## config.mk

```make
export PLATFORM = sky130hd
export DESIGN_NAME = reg_file_2r1w
export DESIGN_NICKNAME = d
export VERILOG_FILES = /design/src/rtl/reg_file_pkg.sv /design/src/rtl/reg_file_2r1w_scoreboard.sv /design/src/rtl/reg_file_2r1w.sv
export SDC_FILE = /design/constraint.sdc
export NUM_CORES = 2
export LEC_CHECK = 0
export BUFFER_PORTS_ARGS = -buffer_cell sky130_fd_sc_hd__buf_4
export CAP_MARGIN = 20
export CORE_ASPECT_RATIO = 1.5
export CORE_MARGIN = 2
export CORE_UTILIZATION = 35
export CTS_CLUSTER_DIAMETER = 60
export DETAILED_ROUTE_END_ITERATION = 10
export PLACE_DENSITY = 0.61
export SLEW_MARGIN = 20
export SYNTH_ARGS = -nofsm -noshare
export SYNTH_HDL_FRONTEND = slang
export SYNTH_HIERARCHICAL = 1
export SYNTH_SLANG_ARGS = --single-unit
```

## constraint.sdc

```tcl
create_clock -name clk -period 2.1 [get_ports clk]
set_clock_uncertainty 0.1 [all_clocks]
set_input_delay 0 -clock clk [delete_from_list [all_inputs] [get_ports clk]]
set_output_delay 0 -clock clk [all_outputs]
set_load 0.1 [all_outputs]
```

## src/rtl/reg_file_pkg.sv

```systemverilog
// Shared constants and types for the two-read/one-write register file and its
// reservation scoreboard.
package reg_file_pkg;

    localparam int DEFAULT_DATA_W   = 32;
    localparam int DEFAULT_NUM_REGS = 32;
    localparam int DEFAULT_ADDR_W   = $clog2(DEFAULT_NUM_REGS);

    localparam logic [DEFAULT_ADDR_W-1:0] ZERO_ADDR = '0;

    typedef logic [DEFAULT_ADDR_W-1:0] reg_addr_t;
    typedef logic [DEFAULT_DATA_W-1:0] reg_data_t;

endpackage

```

## src/rtl/reg_file_2r1w_scoreboard.sv

```systemverilog
// Per-register busy scoreboard: decode reserves a destination, writeback
// releases it. A same-cycle reserve of the written register wins.
module reg_scoreboard
    import reg_file_pkg::*;
#(
    parameter int NUM_REGS = DEFAULT_NUM_REGS,
    parameter int ADDR_W   = $clog2(NUM_REGS),
    parameter bit ZERO_REG = 1'b1
) (
    input  logic                clk,
    input  logic                rst_n,
    input  logic                wr_en,
    input  logic [ADDR_W-1:0]   wr_addr,
    input  logic                rsv_en,
    input  logic [ADDR_W-1:0]   rsv_addr,
    output logic                rsv_ready,
    output logic [NUM_REGS-1:0] busy_vec
);

    logic [NUM_REGS-1:0] busy_q;
    logic [NUM_REGS-1:0] busy_d;
    logic                wr_hits_rsv;
    logic                rsv_is_zero;

    // A write landing on the same edge frees the slot, so a pending
    // reservation can be re-issued without a bubble.
    always_comb begin
        wr_hits_rsv = wr_en && (wr_addr == rsv_addr);
        rsv_is_zero = ZERO_REG && (rsv_addr == ADDR_W'(ZERO_ADDR));
        rsv_ready   = rsv_is_zero || !busy_q[rsv_addr] || wr_hits_rsv;
    end

    always_comb begin
        busy_d = busy_q;
        if (wr_en) begin
            busy_d[wr_addr] = 1'b0;
        end
        if (rsv_en && rsv_ready) begin
            busy_d[rsv_addr] = 1'b1;
        end
        if (ZERO_REG) begin
            busy_d[0] = 1'b0;
        end
    end

    always_ff @(posedge clk) begin
        if (!rst_n) begin
            busy_q <= '0;
        end else begin
            busy_q <= busy_d;
        end
    end

    assign busy_vec = busy_q;

endmodule

```

## src/rtl/reg_file_2r1w.sv

```systemverilog
// Two synchronous read ports, one write port, reservation scoreboard.
// Define REG_FILE_BYPASS_EN for write-first read/write collisions (default read-first).
module reg_file_2r1w
    import reg_file_pkg::*;
#(
    parameter int DATA_W   = DEFAULT_DATA_W,
    parameter int NUM_REGS = DEFAULT_NUM_REGS,
    parameter int ADDR_W   = $clog2(NUM_REGS),
    parameter bit ZERO_REG = 1'b1
) (
    input  logic                clk,
    input  logic                rst_n,
    input  logic                rd_en,
    input  logic [ADDR_W-1:0]   rs1_addr,
    input  logic [ADDR_W-1:0]   rs2_addr,
    output logic [DATA_W-1:0]   rs1_data,
    output logic [DATA_W-1:0]   rs2_data,
    output logic                rd_valid,
    output logic                rs1_busy,
    output logic                rs2_busy,
    input  logic                wr_en,
    input  logic [ADDR_W-1:0]   wr_addr,
    input  logic [DATA_W-1:0]   wr_data,
    input  logic                rsv_en,
    input  logic [ADDR_W-1:0]   rsv_addr,
    output logic                rsv_ready,
    output logic [NUM_REGS-1:0] busy_vec
);

    logic [DATA_W-1:0] regs_q [NUM_REGS];
    logic [DATA_W-1:0] regs_d [NUM_REGS];

    logic [DATA_W-1:0] rs1_data_q, rs1_data_d;
    logic [DATA_W-1:0] rs2_data_q, rs2_data_d;
    logic              rs1_busy_q, rs1_busy_d;
    logic              rs2_busy_q, rs2_busy_d;
    logic              rd_valid_q, rd_valid_d;

    logic wr_is_zero;
    logic rs1_is_zero;
    logic rs2_is_zero;

    reg_scoreboard #(
        .NUM_REGS (NUM_REGS),
        .ADDR_W   (ADDR_W),
        .ZERO_REG (ZERO_REG)
    ) u_scoreboard (
        .clk       (clk),
        .rst_n     (rst_n),
        .wr_en     (wr_en),
        .wr_addr   (wr_addr),
        .rsv_en    (rsv_en),
        .rsv_addr  (rsv_addr),
        .rsv_ready (rsv_ready),
        .busy_vec  (busy_vec)
    );

    always_comb begin
        wr_is_zero  = ZERO_REG && (wr_addr  == ADDR_W'(ZERO_ADDR));
        rs1_is_zero = ZERO_REG && (rs1_addr == ADDR_W'(ZERO_ADDR));
        rs2_is_zero = ZERO_REG && (rs2_addr == ADDR_W'(ZERO_ADDR));
    end

    always_comb begin
        regs_d = regs_q;
        if (wr_en && !wr_is_zero) begin
            regs_d[wr_addr] = wr_data;
        end
    end

    // Read outputs hold their last values while rd_en is low.
    always_comb begin
        rs1_data_d = rs1_data_q;
        rs2_data_d = rs2_data_q;
        rs1_busy_d = rs1_busy_q;
        rs2_busy_d = rs2_busy_q;
        rd_valid_d = rd_en;
        if (rd_en) begin
            rs1_data_d = regs_q[rs1_addr];
            rs2_data_d = regs_q[rs2_addr];
            rs1_busy_d = busy_vec[rs1_addr];
            rs2_busy_d = busy_vec[rs2_addr];
`ifdef REG_FILE_BYPASS_EN
            if (wr_en && (wr_addr == rs1_addr)) begin
                rs1_data_d = wr_data;
                rs1_busy_d = 1'b0;
            end
            if (wr_en && (wr_addr == rs2_addr)) begin
                rs2_data_d = wr_data;
                rs2_busy_d = 1'b0;
            end
`endif
            // Register 0 is applied last so it overrides any bypass.
            if (rs1_is_zero) begin
                rs1_data_d = '0;
                rs1_busy_d = 1'b0;
            end
            if (rs2_is_zero) begin
                rs2_data_d = '0;
                rs2_busy_d = 1'b0;
            end
        end
    end

    always_ff @(posedge clk) begin
        if (!rst_n) begin
            for (int i = 0; i < NUM_REGS; i++) begin
                regs_q[i] <= '0;
            end
            rs1_data_q <= '0;
            rs2_data_q <= '0;
            rs1_busy_q <= 1'b0;
            rs2_busy_q <= 1'b0;
            rd_valid_q <= 1'b0;
        end else begin
            regs_q     <= regs_d;
            rs1_data_q <= rs1_data_d;
            rs2_data_q <= rs2_data_d;
            rs1_busy_q <= rs1_busy_d;
            rs2_busy_q <= rs2_busy_d;
            rd_valid_q <= rd_valid_d;
        end
    end

    assign rs1_data = rs1_data_q;
    assign rs2_data = rs2_data_q;
    assign rs1_busy = rs1_busy_q;
    assign rs2_busy = rs2_busy_q;
    assign rd_valid = rd_valid_q;

endmodule

```

### Yosys cells after proc, flatten, opt, wreduce, memory -nomap -nowiden

Index checks and enable logic that the tools add are counted.

* add/sub/neg operators: 0
* multipliers: 0
* divide/modulo/power cells: 0
* $lt $le $gt $ge: 10
* equality and inequality tests: 1
* shift-type cells: 0
* muxes and demuxes: 25
* bitwise operators: 6
* reductions and logical operators: 14

Operator list (count)
* bitwise mux 1024 bit: 1
* binary-select mux 32 bit (select 5 bit): 2
* 2-to-1 mux 32 bit: 9
* demux 32 bit (select 5 bit): 1
* bitwise AND 32 bit: 1
* NOT 32 bit: 1
* OR 32 bit: 1
* < comparator 5 x 6 -> 1 bit, second input constant: 4
* zero test 5 bit: 4
* greater-or-equal comparator 6 bit, second input constant: 3
* NOT 5 -> 6 bit: 3
* binary-select mux 1 bit (select 5 bit): 3
* demux 1 bit (select 5 bit): 2
* greater-or-equal comparator 5 x 1 -> 1 bit, second input constant: 2
* 2-to-1 mux 1 bit: 7
* logical AND 1 bit: 6
* < comparator 6 x 1 -> 1 bit, second input constant: 1
* equality test 5 bit: 1
* zero test 1 bit: 2
* logical OR 1 bit: 2

* register bits after elaboration: 1123
* latch bits: 0
* bits in writable memories: 0
* bits in read-only memories: 0
* output and inout port bits: 100
* memories: 0

### Logic depth before layout (Yosys ltp)

* depth in word-level cells: 9
* depth in mapped cells: 8

### Modules after synthesis

The synthesis kept the hierarchy.

By module, submodules not included
* reg_file_2r1w: times used 1, cells an instance 6166, area an instance 57143.6 sq um
* reg_scoreboard: times used 1, cells an instance 243, area an instance 2084.5 sq um

### Worst setup path after synthesis

Ideal clock, no wire load.

* path type: flip-flop to flip-flop
* from: register u_scoreboard.busy_q[31], in the netlist u_scoreboard/busy_vec[31]
* to: register u_scoreboard.busy_q[17], in the netlist u_scoreboard/busy_vec[17]
* setup time: 0.127 ns
* arrival time: 2.058 ns
* path slack: -0.186 ns
* cell stages (with the launch flop): 6
* path buffers: 0
* clock period less this slack: 2.286 ns
* cell sequence: dfxtp_1 > mux2i_1 > o32ai_1 > nor4_4 > a32oi_4 > o21ai_1

* word-level cells in the longest chain between the ends: 7

Ends and longest elaborated chain
* from (decl): line reg_file_2r1w_scoreboard.sv:20 `logic [NUM_REGS-1:0] busy_q;`
* from (signal assigned): line reg_file_2r1w_scoreboard.sv:50 `busy_q <= busy_d;`
* binary-select mux 1 bit (select 5 bit): line reg_file_2r1w_scoreboard.sv:30 `rsv_ready = rsv_is_zero || !busy_q[rsv_addr] || wr_hits_rsv;`
* 2-to-1 mux 1 bit (implied by the code): line reg_file_2r1w_scoreboard.sv:30
* zero test 1 bit: line reg_file_2r1w_scoreboard.sv:30
* logical OR 1 bit (2 in series): line reg_file_2r1w_scoreboard.sv:30
* logical AND 1 bit: line reg_file_2r1w_scoreboard.sv:38 `if (rsv_en && rsv_ready) begin`
* 2-to-1 mux 32 bit: line reg_file_2r1w_scoreboard.sv:38

Every way passes these cells. The select of a mux whose other input is x is not followed.
A chain may end at the register's enable or synchronous reset.

### Worst setup path after layout

* from: register u_scoreboard.busy_q[11], in the netlist u_scoreboard/busy_vec[11]
* to: output rsv_ready

* word-level cells in the longest chain between the ends: 5

Ends and longest elaborated chain
* binary-select mux 1 bit (select 5 bit): line reg_file_2r1w_scoreboard.sv:30
* 2-to-1 mux 1 bit (implied by the code): line reg_file_2r1w_scoreboard.sv:30
* zero test 1 bit: line reg_file_2r1w_scoreboard.sv:30
* logical OR 1 bit (2 in series): line reg_file_2r1w_scoreboard.sv:30
* to (decl): line reg_file_2r1w.sv:26 `output logic rsv_ready,`

Every way passes these cells. The select of a mux whose other input is x is not followed.

==> results.cfg <==
[run_status]
status = finished, violations left
violations = negative setup slack

[critical_path]
arrival_ps = 2180
cp_slowest_cell = mux4_2
path_buf_inv = 1
crit_fanout = 2
critPathTopFamily = multiplexers
critPathCaptureType = output pin
path_class = flip-flop to output pin
cp-start-kind = flip-flop
required_ps = 2000
cpPeakStageDelay_ps = 510
path_cells = mux4_2, a22oi_4, a31o_4, buf_12

[sta]
final_hold_viol_count = 0
timing.slew.headroom_pct = 28.9
setup_ws_ps = -177
period_minus_slack_ps = 2280
worstMarginPinSlew_ps = 1060
slew_violations = 0
hold_ws_ps = 40.3
fmax_mhz = 439
setup_viol = 1
post-route-period-util_pct = 108
finalSetupTns_ps = -177
rsz0062_at_grt = yes

[finish]
final_layout_size_suffix_gt1_share_pct = 19.8
area_growth_pct = 16.4
finalNetCount = 6463

[run]
max-cap-violations = 0

[drt]
drtIter0Drc = 5235
num_vias = 50940
drc_errors = 0
routed_wl_mm = 231
first_pass_iters = 7
vias_per_cell = 5.84
wl_per_cell_um = 26.5
postRouteAntennaNets = 0

[synth]
ys_warn_count = 6
synth_area_leaders = dfxtp_1 (38%), mux4_2 (15%), nand2_1 (13%)
synth_edf_count = 0
synth_area_per_cell_um2 = 9.24
syn_inst = 6409
synth_flop_cell = dfxtp_1
async_flop_share_pct = 0
syn-num-nets = 6466
netlist.area_leader.share_pct = 37.9
ys_ff_latch = 1122
synth_area_mm2 = 0.0592
ys_types = 65
synth_top_cell_by_area = dfxtp_1
seq_area_frac_synth_pct = 37.9

[floorplan]
rows = 184
dieArea_mm2 = 0.173
coreArea_mm2 = 0.168
die_h_um = 508
num_io_pins = 157
die_w_um = 340
start_util_pct = 35.3

[global_routing]
grt_pass1_wl_mm = 337
grt_pass1_vias = 49769
grt.overflow.total = 0
antenna_found_initial = 16
met1_usage_pct = 32.2
track_usage_pct = 26.0
grt_start_max_net_pins = 204
met3_usage_pct = 4.14
met2_usage_pct = 43.8
busiest_layer = met2

[clock_network]
htreeDepth = 3
clockBufferDepth = 3
root_buffer = clkbuf_16
cts_num_sinks = 1122
cts.clk_slew.worst_paths_ps = 70
cts_buffers = 108
clkLatencyLatePin_ps = 750
cts_tree = done

[placement]
dp_hpwl_mm = 150
gp_congestion = 0.915
dp_slack_ps = -53.4
io_buffers = 155

[power]
powerDensity_mw_per_mm2 = 689
p_leak_nw = 23.2
finalPower_mw = 47.5
peakVddDrop_mv = 0.763

[min_path]
min_path_type = primary input to flip-flop
[layout by cell type, fill, tap and decap left out, types with 6 or more instances in the layout]
| cell | instances |
|---|---|
| dlygate4sd3_1 | 63 |
| clkbuf_8 | 27 |
| a21boi_1 | 94 |
| and2_2 | 17 |
| a21oi_2 | 17 |
| clkinvlp_4 | 7 |
| or2_1 | 10 |
| o311ai_1 | 66 |
| a31oi_1 | 16 |
| nor2b_1 | 36 |
| or2_2 | 54 |
| a21boi_0 | 932 |
| clkbuf_16 | 110 |
| clkbuf_1 | 17 |
| a221oi_2 | 20 |
| mux2i_1 | 370 |
| o211ai_1 | 14 |
| dfxtp_2 | 28 |
| nor2b_4 | 7 |
| nor2_4 | 15 |
| buf_8 | 7 |
| nand3b_1 | 6 |
| buf_4 | 363 |
| a211oi_1 | 33 |
| clkinv_2 | 15 |
| buf_12 | 114 |
| a22oi_1 | 132 |
| a21oi_1 | 76 |
| bufinv_16 | 11 |
| and2_1 | 68 |
| nand2_2 | 26 |
| o21ai_1 | 30 |
| a32o_1 | 43 |
| mux4_2 | 398 |
| buf_6 | 6 |
| dfxtp_1 | 1093 |
| and3_1 | 26 |
| nand2_1 | 2017 |
| nor2_1 | 8 |
| nor3_1 | 6 |
[cells by family after synthesis]
group / count (synthesis) / synth area share [%]
compound gates: 1490 / 19.2
xor+xnor: 5 / 0.0739
buf+inv: 669 / 5.05
flops: 1122 / 37.9
mux: 772 / 21.5
other cells: 1 / 0.00633
simple gates: 2350 / 16.3
[cells in the mapped netlist (25+ instances only)]
| cell type | count |
|---|---|
| buf_1 | 25 |
| a22oi_1 | 132 |
| mux2i_1 | 374 |
| buf_2 | 173 |
| dfxtp_1 | 1122 |
| a21boi_0 | 933 |
| o311ai_1 | 66 |
| mux4_2 | 398 |
| nand2_1 | 2043 |
| o21ai_1 | 30 |
| a32o_1 | 43 |
| a21boi_1 | 93 |
| and3_1 | 26 |
| a21oi_1 | 76 |
| buf_6 | 26 |
| clkbuf_1 | 425 |
| or2_2 | 54 |
| and2_1 | 82 |
| nor2b_1 | 43 |
| a211oi_1 | 33 |
[stage by stage]
stage	utilization, %	cell area (um2)	cells
after CTS	41.0	68900	8717
final	41.1	69000	8727
after detailed placement	38.4	64400	8454
after floorplan	-	59300	6409
after global routing	41.1	69000	8726
after global placement	38.4	64400	8454
[metal layers]
layer / share of wire, % / vias up
li1: - / 22430
met1: 39 / 25129
met2: 48 / 2664
met3: 8.5 / 701
met4: 5.3 / 16
met5: 0.046 / -
[final timing paths]
kind | start | to | slack, ps | cells after the start
worst max-delay path | u_scoreboard/busy_vec[11] | rsv_ready | -180 | 4
worst min-delay path | rsv_addr[3] | u_scoreboard/busy_vec[16] | 40 | 5
worst max register to register | u_scoreboard/busy_vec[11] | u_scoreboard/busy_vec[3] | 80 | 6
worst min register to register | regs_q[304] | regs_q[304] | 370 | 2
[sequential cells by signal (all words and copies together), names as in the netlist]
| name | cells |
|---|---|
| regs_q | 1024 |
| rs1_data | 32 |
| rs2_data | 32 |
| u_scoreboard/busy_vec | 31 |
| rd_valid | 1 |
| rs1_busy | 1 |
| rs2_busy | 1 |
[power breakdown]
group          switching, mW  leakage (nW)  total (mW)  internal (mW)
clock network           9.01          1.82        20.9           11.9
registers              0.186          9.06        21.7           21.5
logic                   3.16          12.3        4.95           1.79
total                   12.4          23.2        47.5           35.2
[layout make-up]
class                   instances  area [um2]
multi-input cells            4618       34100
flip-flops and latches       1122       22500
diodes                          5        12.5
clock buffers                 154        3190
inverters                       2        7.51
fillers                     16140       98900
well taps                    2232        2790
clock inverters                40         534
repair buffers                554        5820
[worst register-to-register path, delay by kind of cell, from the launching register on]
family | cells | cell delay, ps
multiplexers | 1 | 510
flip-flops | 1 | 320
AND/OR/NAND/NOR | 1 | 230
AO/OA/AOI/OAI | 2 | 470
buffers and inverters | 2 | 300
[timing repair]
action | 4_1_cts | 5_1_grt
resized for setup | 13 | 10
endpoints found under the hold margin | 1090 | 0
buffers inserted | 5 | 5
endpoints found under the setup margin | 1 | 4
pin swaps | 3 | 1
hold buffers | 64 | 0
(Power assumes the default switching activity.)
